--- src/rtl/sram_port_arbiter.sv ---
// Two-port arbiter sharing one single-port synchronous SRAM between fetch (inst) and load/store (data).
// Optional grant performance counters are enabled with `define ARB_PERF_CNT_EN.
module sram_port_arbiter #(
  parameter int ADDR_W       = 32,
  parameter int DATA_W       = 32,
  parameter int STARVE_LIMIT = 4
) (
  input  logic              clk,
  input  logic              resetn,
  input  logic              inst_req,
  input  logic [ADDR_W-1:0] inst_addr,
  output logic              inst_gnt,
  output logic              inst_rvalid,
  output logic [DATA_W-1:0] inst_rdata,
  input  logic              data_req,
  input  logic              data_we,
  input  logic [ADDR_W-1:0] data_addr,
  input  logic [DATA_W-1:0] data_wdata,
  output logic              data_gnt,
  output logic              data_rvalid,
  output logic [DATA_W-1:0] data_rdata,
`ifdef ARB_PERF_CNT_EN
  output logic [31:0]       perf_inst_cnt,
  output logic [31:0]       perf_data_cnt,
`endif
  output logic              sram_en,
  output logic              sram_we,
  output logic [ADDR_W-1:0] sram_addr,
  output logic [DATA_W-1:0] sram_wdata,
  input  logic [DATA_W-1:0] sram_rdata
);

  localparam logic [3:0] LIMIT = 4'(STARVE_LIMIT);

  logic [3:0] starve_cnt;
  logic       starve_hit;
  logic       sel_inst;
  logic       rsp_inst;
  logic       rsp_data;

  assign starve_hit = (starve_cnt == LIMIT);

  // Grants are gated by resetn so nothing reaches the SRAM while in reset.
  always_comb begin
    sel_inst   = resetn & inst_req & (~data_req | starve_hit);
    inst_gnt   = sel_inst;
    data_gnt   = resetn & data_req & ~sel_inst;
    sram_en    = inst_gnt | data_gnt;
    sram_we    = data_gnt & data_we;
    sram_addr  = '0;
    sram_wdata = '0;
    if (data_gnt) begin
      sram_addr = data_addr;
    end else if (inst_gnt) begin
      sram_addr = inst_addr;
    end
    if (sram_we) begin
      sram_wdata = data_wdata;
    end
  end

  always_ff @(posedge clk) begin
    if (!resetn) begin
      starve_cnt <= '0;
    end else if (inst_gnt) begin
      starve_cnt <= '0;
    end else if (data_gnt && inst_req && (starve_cnt != LIMIT)) begin
      starve_cnt <= starve_cnt + 4'd1;
    end
  end

  always_ff @(posedge clk) begin
    if (!resetn) begin
      rsp_inst <= 1'b0;
      rsp_data <= 1'b0;
    end else begin
      rsp_inst <= inst_gnt;
      rsp_data <= data_gnt & ~data_we;
    end
  end

  assign inst_rvalid = rsp_inst;
  assign data_rvalid = rsp_data;
  assign inst_rdata  = sram_rdata;
  assign data_rdata  = sram_rdata;

`ifdef ARB_PERF_CNT_EN
  always_ff @(posedge clk) begin
    if (!resetn) begin
      perf_inst_cnt <= '0;
      perf_data_cnt <= '0;
    end else begin
      if (inst_gnt && (perf_inst_cnt != '1)) begin
        perf_inst_cnt <= perf_inst_cnt + 32'd1;
      end
      if (data_gnt && (perf_data_cnt != '1)) begin
        perf_data_cnt <= perf_data_cnt + 32'd1;
      end
    end
  end
`endif

endmodule
--- config.mk ---
export PLATFORM = sky130hd
export DESIGN_NAME = sram_port_arbiter
export DESIGN_NICKNAME = d
export VERILOG_FILES = /design/src/rtl/sram_port_arbiter.sv
export SDC_FILE = /design/constraint.sdc
export NUM_CORES = 1
export LEC_CHECK = 0
export CORE_AREA = 4 4 103 105
export CTS_CLUSTER_SIZE = 8
export DETAILED_ROUTE_END_ITERATION = 8
export DIE_AREA = 0 0 107 109
export GPL_TIMING_DRIVEN = 0
export MAX_ROUTING_LAYER = met4
export PLACE_DENSITY = 0.7
export SLEW_MARGIN = 20
export SYNTH_ARGS = -nofsm -noshare
export SYNTH_HDL_FRONTEND = slang
export SYNTH_SLANG_ARGS = --single-unit
--- constraint.sdc ---
create_clock -name clk -period 2.1 [get_ports clk]
set_input_delay 0.42 -clock clk [delete_from_list [all_inputs] [get_ports clk]]
set_output_delay 0.42 -clock clk [all_outputs]
set_load 0.05 [all_outputs]
==> metrics <==
Slew headroom=around 65%; gpl congestion=0.716; Core Rows=36; Crit Path Category=flip-flop to output pin; fin nets=between 500 and 600; Warnings, synthesis=0; final sum of negative setup slack=-1190 ps; Total Routed Length=approximately 9600 um; start point of the critical path=starve_cnt[1]; total power=1.46 mW; overall via count from detail_route=2275; post-synth top area share=a little over a third; largest fanout of any net on the critical path=7; post-synthesis register bit count=6; total I/O pin count=267; number of buffers on the longest clock path=2; result of the run=finished, violations left; Fmax achieved=460 MHz; Final Cycle Share=104%; synthesized area divided by synthesized cell count=roughly 7.9 um2; max cap viols=0; DR pass1 iterations=6; wire length per cell=17.2 um; total clock sinks=6; critical path required time=between 1500 and 2000 ps; clock tree root buffer cell=clkbuf_8; number of buffer cells added on primary ports=232; Area contributors post-synth=buf_4, a22o_1, and3_1; initial antenna violation count=0; area of the placeable core=~9600 um2; Syn Nets=313; hold_ws=roughly 460 ps; launch instance of the worst register-to-register path=starve_cnt[1]; area of the die=11700 um2; area of placed instances=3900 um2; number of global-route vias before repair=2308; largest net degree at the start of global routing=11; CTS clock-pin slew for the worst setup and hold paths=30 ps; sequential share of the synthesized area=8.53%; Fillers=919; height of the chip=109 um; number of cells produced by synthesis=178; width of the die=107 um; failing checks=negative setup slack; clock period minus worst slack=between 2000 and 2500 ps; starting utilization of the core area=14.6%; clock tree from TritonCTS=built; Inserted Diodes=0; worst slack at placement=-963 ps; type of the worst min-delay path=input pin to flip-flop; Cell Pwr Density=339 nW/um2; Peak VDD IR=~0.00017 V; Remaining Overflow, GRT=0; Cell variety after synth=27; setup repair after global routing missed its margin=yes; largest clock skew in the final design=2.35 ps; Leakage=2.02 nW; DRC violations left=0; source of the worst hold timing path=inst_req; CTS HTree Levels=1; area growth from synthesis to layout=206%; largest area contributor in the netlist=buf_4; post-route cell area=around 4300 um2; clock latency of the later-clocked register in the worst-skew pair=220 ps; DRC violation total after the first TritonRoute iteration=146; half-perimeter wire length after detailed placement=8040 um; Worst Path Arrival=about 1800 ps; least setup slack across all paths after layout=-76.0 ps; kind of end point of the critical path=output pin; final count of pins violating max slew=0; DR vias/cell=just over 4; clock buffers created by TritonCTS=3; final hold violation count=0; share of final-layout standard cells stronger than drive strength 1=41.2%; actual transition at the worst max-transition pin=526 ps; overall fraction of global-route tracks in use=14.9%; Setup Viol. Count Final=35; global-route wire length before repair=13200 um; launching element type of the critical path=flip-flop; Antenna Violating Nets Remaining=0; netlist area before placement=1410 um2
-- cell families (layout without fill, tap and decap cells) --
| group | count (synthesis) | in the layout | synth area share (%) |
|---|---|---|---|
| DFF | 6 | 6 | 8.53 |
| and+or+nand+nor | 49 | 49 | 22.3 |
| AOI/OAI and AO/OA | 39 | 39 | 24.1 |
| adders and majority gates | 2 | 2 | 1.78 |
| buffers and inverters | 82 | 331 | 43.3 |
-- synthesized netlist by cell type (all sizes together) --
library cell  number
a21oi              3
a22o              32
a31oi              1
a41oi              1
and2               1
and3              33
and3b              1
buf               74
clkbuf             5
dfxtp              6
ha                 2
inv                3
nand2              2
nand2b             2
nand3              2
nand3b             1
nand4              1
nand4b             3
nor2               2
nor2b              1
o32ai              1
o41ai              1
-- power breakdown --
part | internal [mW] | switching (mW)
clock | 0.123 | 0.0499
combinational | 0.544 | 0.624
sequential | 0.118 | 0.00170
-- area by class of cell --
cell class	count	area (um2)	share of cell area [%]
multi-input cells	90	726	16.8
flip-flops and latches	6	123	2.84
repair buffers	246	2600	60.3
clock buffers	3	41.3	0.958
inverters	3	11.3	0.261
plain buffers	79	643	14.9
well taps	133	166	3.86
-- registers in the layout, indices dropped and copies added (netlist names) --
register,count
starve_cnt,4
inst_rvalid,1
data_rvalid,1
-- what timing repair did --
| item | CTS | global route |
|---|---|---|
| endpoints found under the setup margin | 68 | 67 |
| hold buffers | 0 | 0 |
| pin swaps | 5 | 9 |
| gates cloned | 3 | 1 |
| setup buffers | 8 | 3 |
| hold endpoints to repair | 0 | 0 |
| gates resized for setup | 468 | 35 |
-- cell usage in the layout, fill, tap and decap left out, types with 2 or more instances in the layout --
cell type / count
nand4b_1: 3
dfxtp_2: 2
nor2_1: 2
clkdlybuf4s50_1: 162
buf_8: 8
dfxtp_1: 4
clkbuf_2: 2
and3_1: 29
a22o_1: 31
nand2_1: 2
a21oi_1: 2
clkbuf_4: 4
buf_16: 2
buf_6: 59
buf_4: 79
nand2b_1: 2
dlygate4sd2_1: 3
clkbuf_8: 3
inv_2: 2
nand3_1: 2
and3_4: 4
buf_12: 3
-- layer usage --
layer	track usage [%]	up-vias	part of all wire [%]
li1	-	1076	-
met1	16.4	1040	37
met2	28.3	150	55
met3	3.20	9	7.7
met4	1.55	0	0.48
met5	-	-	0
-- critical path, cell delays in order (launching register included) --
cell and delay (ps):
dfxtp_2 310, inv_2 80, ha_4 140, nand4b_1 100, and3_4 240, buf_12 150
buf_8 120, a22o_1 230, buf_6 160
-- per-stage QoR --
step	utilization [%]	cells
after floorplan	-	178
after global placement	40.4	543
after detailed placement	40.4	543
after CTS	43.1	557
after global routing	44.7	560
final	44.7	560
-- worst paths after layout --
check                           slack, ps  cells after the start            end
worst min register to register        530                      1  starve_cnt[3]
worst min-delay path                  460                      2  starve_cnt[1]
worst max register to register        580                      8    data_rvalid
worst max-delay path                  -80                      8  sram_addr[27]
Note: power is estimated with default switching activity, not from simulation.
